==> config.mk <==
export PLATFORM = sky130hd
export DESIGN_NAME = branch_target_buffer
export DESIGN_NICKNAME = d
export VERILOG_FILES = /design/src/rtl/branch_target_buffer.sv
export SDC_FILE = /design/constraint.sdc
export NUM_CORES = 2
export LEC_CHECK = 0
export CAP_MARGIN = 0
export CELL_PAD_IN_SITES_DETAIL_PLACEMENT = 1
export CELL_PAD_IN_SITES_GLOBAL_PLACEMENT = 1
export CORE_ASPECT_RATIO = 2
export CORE_MARGIN = 10
export CORE_UTILIZATION = 50
export CTS_BUF_LIST = sky130_fd_sc_hd__clkbuf_4 sky130_fd_sc_hd__clkbuf_8 sky130_fd_sc_hd__clkbuf_16
export CTS_CLUSTER_DIAMETER = 150
export DETAILED_ROUTE_END_ITERATION = 6
export PLACE_DENSITY = 0.73
export SKIP_CTS_REPAIR_TIMING = 1
export SYNTH_ARGS = -nofsm -noshare
export SYNTH_HDL_FRONTEND = slang
export SYNTH_SLANG_ARGS = --single-unit
==> constraint.sdc <==
create_clock -name clk -period 15.9 [get_ports clk]
set_input_delay 3.18 -clock clk [delete_from_list [all_inputs] [get_ports clk]]
set_output_delay 3.18 -clock clk [all_outputs]
set_load 0.05 [all_outputs]
==> src/rtl/branch_target_buffer.sv <==
// Direct-mapped branch target buffer with a 2-entry update queue and post-reset table clear.
// Optional BTB_2BIT_COUNTER_EN adds a per-entry 2-bit saturating taken counter gating hits.
module branch_target_buffer #(
  parameter int unsigned ENTRY_NUM  = 64,
  parameter int unsigned ADDR_WIDTH = 32
) (
  input  logic                  clk,
  input  logic                  rstN,
  input  logic [ADDR_WIDTH-1:0] lookupPc,
  output logic                  btbHit,
  output logic [ADDR_WIDTH-1:0] btbPredictedPc,
  input  logic                  updValid,
  output logic                  updReady,
  input  logic [ADDR_WIDTH-1:0] updPc,
  input  logic [ADDR_WIDTH-1:0] updTarget,
  input  logic                  updTaken,
  output logic                  initBusy
);

  localparam int unsigned IDX_W = $clog2(ENTRY_NUM);
  localparam int unsigned TAG_W = ADDR_WIDTH - 2 - IDX_W;

  typedef enum logic [0:0] {StInit, StRun} state_e;

  state_e                r_state, w_state_next;
  logic [IDX_W-1:0]      r_clr_idx;

  logic [ENTRY_NUM-1:0]  r_valid;
  logic [TAG_W-1:0]      r_tag    [ENTRY_NUM];
  logic [ADDR_WIDTH-1:0] r_target [ENTRY_NUM];
`ifdef BTB_2BIT_COUNTER_EN
  logic [1:0]            r_ctr    [ENTRY_NUM];
`endif

  logic [ADDR_WIDTH-1:0] r_q_pc    [2];
  logic [ADDR_WIDTH-1:0] r_q_tgt   [2];
  logic                  r_q_taken [2];
  logic [1:0]            r_count;

  logic                  w_push, w_pop, w_slot;
  logic [IDX_W-1:0]      w_head_idx, w_lk_idx;
  logic [TAG_W-1:0]      w_head_tag, w_lk_tag;
  logic                  w_head_match, w_hit;
  logic                  w_unused_pc_lsbs;

  always_ff @(posedge clk) begin
    if (!rstN) begin
      r_state   <= StInit;
      r_clr_idx <= '0;
    end else begin
      r_state <= w_state_next;
      if (r_state == StInit) r_clr_idx <= r_clr_idx + IDX_W'(1);
    end
  end

  always_comb begin
    w_state_next = r_state;
    unique case (r_state)
      StInit:  if (r_clr_idx == IDX_W'(ENTRY_NUM - 1)) w_state_next = StRun;
      StRun:   w_state_next = StRun;
      default: w_state_next = StInit;
    endcase
  end

  assign initBusy = (r_state == StInit);
  assign updReady = (r_count < 2'd2);
  assign w_push   = updValid & updReady;
  assign w_pop    = (r_state == StRun) & (r_count != 2'd0);
  // A push never sees a full queue, so with a pop it lands in slot 0.
  assign w_slot   = w_pop ? 1'b0 : r_count[0];

  always_ff @(posedge clk) begin
    if (!rstN) begin
      r_count <= '0;
    end else begin
      if (w_pop) begin
        r_q_pc[0]    <= r_q_pc[1];
        r_q_tgt[0]   <= r_q_tgt[1];
        r_q_taken[0] <= r_q_taken[1];
      end
      if (w_push) begin
        r_q_pc[w_slot]    <= updPc;
        r_q_tgt[w_slot]   <= updTarget;
        r_q_taken[w_slot] <= updTaken;
      end
      r_count <= r_count + 2'(w_push) - 2'(w_pop);
    end
  end

  assign w_head_idx   = r_q_pc[0][IDX_W+1:2];
  assign w_head_tag   = r_q_pc[0][ADDR_WIDTH-1:IDX_W+2];
  assign w_head_match = r_valid[w_head_idx] & (r_tag[w_head_idx] == w_head_tag);

  always_ff @(posedge clk) begin
    if (rstN) begin
      if (r_state == StInit) begin
        r_valid[r_clr_idx] <= 1'b0;
`ifdef BTB_2BIT_COUNTER_EN
        r_ctr[r_clr_idx]   <= 2'd0;
`endif
      end else if (w_pop) begin
`ifdef BTB_2BIT_COUNTER_EN
        if (r_q_taken[0]) begin
          r_target[w_head_idx] <= r_q_tgt[0];
          if (w_head_match) begin
            if (r_ctr[w_head_idx] != 2'd3) r_ctr[w_head_idx] <= r_ctr[w_head_idx] + 2'd1;
          end else begin
            r_valid[w_head_idx] <= 1'b1;
            r_tag[w_head_idx]   <= w_head_tag;
            r_ctr[w_head_idx]   <= 2'd2;
          end
        end else if (w_head_match && r_ctr[w_head_idx] != 2'd0) begin
          r_ctr[w_head_idx] <= r_ctr[w_head_idx] - 2'd1;
        end
`else
        if (r_q_taken[0]) begin
          r_valid[w_head_idx]  <= 1'b1;
          r_tag[w_head_idx]    <= w_head_tag;
          r_target[w_head_idx] <= r_q_tgt[0];
        end else if (w_head_match) begin
          r_valid[w_head_idx] <= 1'b0;
        end
`endif
      end
    end
  end

  assign w_lk_idx = lookupPc[IDX_W+1:2];
  assign w_lk_tag = lookupPc[ADDR_WIDTH-1:IDX_W+2];

  always_comb begin
    w_hit = (r_state == StRun) & r_valid[w_lk_idx] & (r_tag[w_lk_idx] == w_lk_tag);
`ifdef BTB_2BIT_COUNTER_EN
    w_hit = w_hit & r_ctr[w_lk_idx][1];
`endif
  end

  assign btbHit         = w_hit;
  assign btbPredictedPc = w_hit ? r_target[w_lk_idx] : '0;

  assign w_unused_pc_lsbs = ^{lookupPc[1:0], updPc[1:0], r_q_pc[0][1:0]};

endmodule

==> results.json <==
{
  "violations": "DRC, capacitance limit, slew limit",
  "die_width_um": 420,
  "setup_slack_ns": 2.48,
  "min_path_type": "flip-flop to flip-flop",
  "run_status": "finished, violations left",
  "synthDistinctLibCells": 79,
  "vias_per_cell": 7.48,
  "tightest_slew_ns": 1.54,
  "hold_slack_ns": 0.461,
  "whs_endpoint": "r_target[50][0]",
  "layout-drive-gt1-share_pct": 32.0,
  "place_inst": 11500,
  "num_rows": 293,
  "synth_fp_nets": 7568,
  "busiest_layer": "met2",
  "cts.htree.levels": 5,
  "synthSimpleGateAreaFrac_pct": 1.73,
  "r2r_slack_ns": 8.35,
  "ys_async_sr_fraction_pct": 0,
  "clock_path_buffers": 4,
  "crit_start": "lookupPc[2]",
  "final_area_um2": 178000,
  "start_kind": "primary input",
  "hold_depth": 0,
  "crit_path_end_kind": "output pin",
  "start_util_pct": 50.3,
  "fillers": 26700,
  "synth-seq-cells": 3783,
  "grt_pass1_vias": 91900,
  "synth_xor_area_share_pct": 0.268,
  "cts_tree": "yes",
  "ys_seq_area_share_pct": 70.9,
  "cts_made_buffers": 326,
  "vdd_drop_max_uv": 99.8,
  "fin_total_pwr_mw": 20.8,
  "yosys.area.top_type": "edfxtp_1",
  "tns_ns": 0,
  "syn_avg_cell_area_um2": 21.5,
  "overflow": 0,
  "grt_max_degree": 111,
  "synth_compound_area_share_pct": 3.32,
  "clk_latency_ns": 0.93,
  "synthFlopType": "edfxtp_1",
  "reg2reg_from": "r_q_pc[0][2]",
  "place_area_um2": 167000,
  "cpPeakStageDelay_ns": 0.93,
  "fin_util_pct": 56.0,
  "area_growth_pct": 11.3,
  "required_ns": 12.72,
  "dieArea_um2": 345000,
  "clock_skew_ns": 0.0513,
  "muxShareOfSynthArea_pct": 22.1,
  "antenna_found_initial": 27,
  "ios": 135,
  "rsz0062_at_grt": "no",
  "critPathKind": "primary input to output pin",
  "synth_top_family_by_area": "multiplexers",
  "drc": 1,
  "clk_pin_slew_ns": 0.06,
  "clockRootBuffer": "clkbuf_16",
  "gr-usage-met1_pct": 38.7,
  "routed_wl_um": 560000,
  "synth-edff-count": 3774,
  "port_buffers": 130,
  "maxSlewViolCount": 15,
  "hpwlAfterDp_um": 302000,
  "p_per_area_nw_per_um2": 117,
  "use_met2_pct": 51.8,
  "fmax_mhz": 74.5,
  "die_h_um": 821,
  "layout_min_cycle_time_ns": 13.42,
  "syn-cell-area_um2": 160000,
  "place_congestion": 0.852,
  "coreArea_um2": 319000,
  "stdcell_count": 12100,
  "fin_crit_sh_pct": 84.4,
  "worst-path-stages": 12,
  "yosys-top-cells-area": "edfxtp_1 (71%), mux4_2 (20%), mux2i_1 (1.6%)",
  "worstRegToRegCells": 14,
  "post_drt_wl_per_cell_um": 46.4,
  "cts_sinks": 3783,
  "hp-start": "r_q_tgt[0][0]",
  "nNetsFinal": 7773,
  "grt_pass1_wl_um": 764000,
  "synth_warnings": 0,
  "grt_usage_pct": 32.2,
  "via_count": 90300,
  "synth_adder_area_share_pct": 0.0234,
  "hold_viol_final": 0,
  "max_slew_margin_pct": -2.48,
  "setup_viol": 0,
  "drtPass1Iterations": 7,
  "drv_cap": 1,
  "route.antenna.remaining_nets": 0,
  "cp_cell_sequence": "buf_16 > buf_4 > mux4_2 > mux2i_1 > mux2i_1 > mux4_2 > xnor2_1 > nand4_1 > nor4_1 > nand3_4 > a211oi_2 > clkdlybuf4s50_1",
  "cp.arrival_ns": 10.24,
  "crit_family": "buffers and inverters",
  "cp.buffers_inverters": 3,
  "netlist_instances": 7465,
  "place_ws_ns": 2.81,
  "met3_usage_pct": 6.96,
  "p_leak_nw": 54.7,
  "yosysTopAreaCellShare_pct": 70.7,
  "critPathSlowestCell": "clkdlybuf4s50_1",
  "worstPathMaxFanout": 86,
  "drt-initial-drc-count": 13700
}
[cell families (layout without fill, tap and decap cells)]
logic type                 after synthesis  after routing
AOI/OAI and AO/OA                      731            731
xor gates and xnor gates                49             49
adders and majority gates                3              3
buffers and inverters                  583           1040
DFF                                   3783           3783
muxes                                 1774           1774
other                                    0             23
and+or+nand+nor                        542            542
[Yosys cell counts (16+ instances only)]
master and number:
nand3_1 102, o31ai_1 39, mux2i_1 251, nor2_1 102
a221oi_1 68, a22oi_1 104, nor2b_1 46, buf_6 29
mux4_2 1395, o21ai_0 98, buf_4 36, nor3_1 16
a21oi_1 63, xnor2_1 40, edfxtp_1 3774, nand4_1 28
clkbuf_1 257, o2bb2ai_1 23, mux2_2 127, a22o_1 20
buf_2 168, a31oi_1 70, nand2_1 146, o22ai_1 98
buf_1 79, o31ai_2 22, a221o_1 29, a211oi_1 22
[sequential cells by signal (all words and copies together) (netlist names), named ones only]
register	cells
r_tag	1536
r_target	2048
r_q_tgt	64
r_count	2
r_q_pc	60
r_state	1
r_q_taken	2
r_clr_idx	6
[metal layers]
layer	vias up	share of wire, %
li1	32700	-
met1	48300	32
met2	7338	49
met3	1950	11
met4	14	8.5
met5	-	0.016
[cell usage in the layout, fill, tap and decap left out, types with 99 or more instances in the layout]
| cell type | n |
|---|---|
| clkdlybuf4s50_1 | 124 |
| nand3_1 | 99 |
| a22oi_1 | 104 |
| mux2i_1 | 251 |
| mux2_2 | 127 |
| edfxtp_1 | 3774 |
| buf_4 | 293 |
| mux4_2 | 1395 |
| nand2_1 | 142 |
| clkbuf_16 | 336 |
[how the worst max path moves through the flow]
stage	to	slack, ns
floorplan	btbPredictedPc[10]	5.82
global placement	btbPredictedPc[19]	2.84
detailed placement	btbPredictedPc[19]	2.81
CTS	btbPredictedPc[19]	2.78
global route	btbPredictedPc[13]	2.27
finish	btbPredictedPc[19]	2.48
[where the power goes]
group          switching (mW)  total, mW  internal, mW
registers              0.0163       11.0          11.0
clock network            3.71       8.31          4.60
logic                   0.885       1.44         0.558
[worst reg2reg max path, cell delays in order, from the launching register on]
cell and delay [ns]:
edfxtp_1 0.33, buf_4 0.47, buf_4 0.81, buf_4 0.78, buf_4 0.72, mux4_2 0.67
a22o_1 0.19, a211oi_1 0.35, a31oi_1 0.14, nor3_1 0.27, xnor2_1 0.12, buf_4 0.25
a2111oi_4 0.76, nand2_4 0.73, o31ai_1 0.65
[layout make-up]
type	count	area, um2	share of cell area, %
Antenna cell	23	57.6	0.0323
Clock buffer	396	8860	4.97
Clock inverter	184	1960	1.10
Inverter	13	52.6	0.0295
Multi-Input combinational cell	3099	44600	25.0
Sequential cell	3783	114000	63.7
Tap cell	4130	5170	2.90
Timing Repair Buffer	447	4020	2.26
Power figures use the tool's default switching activity.
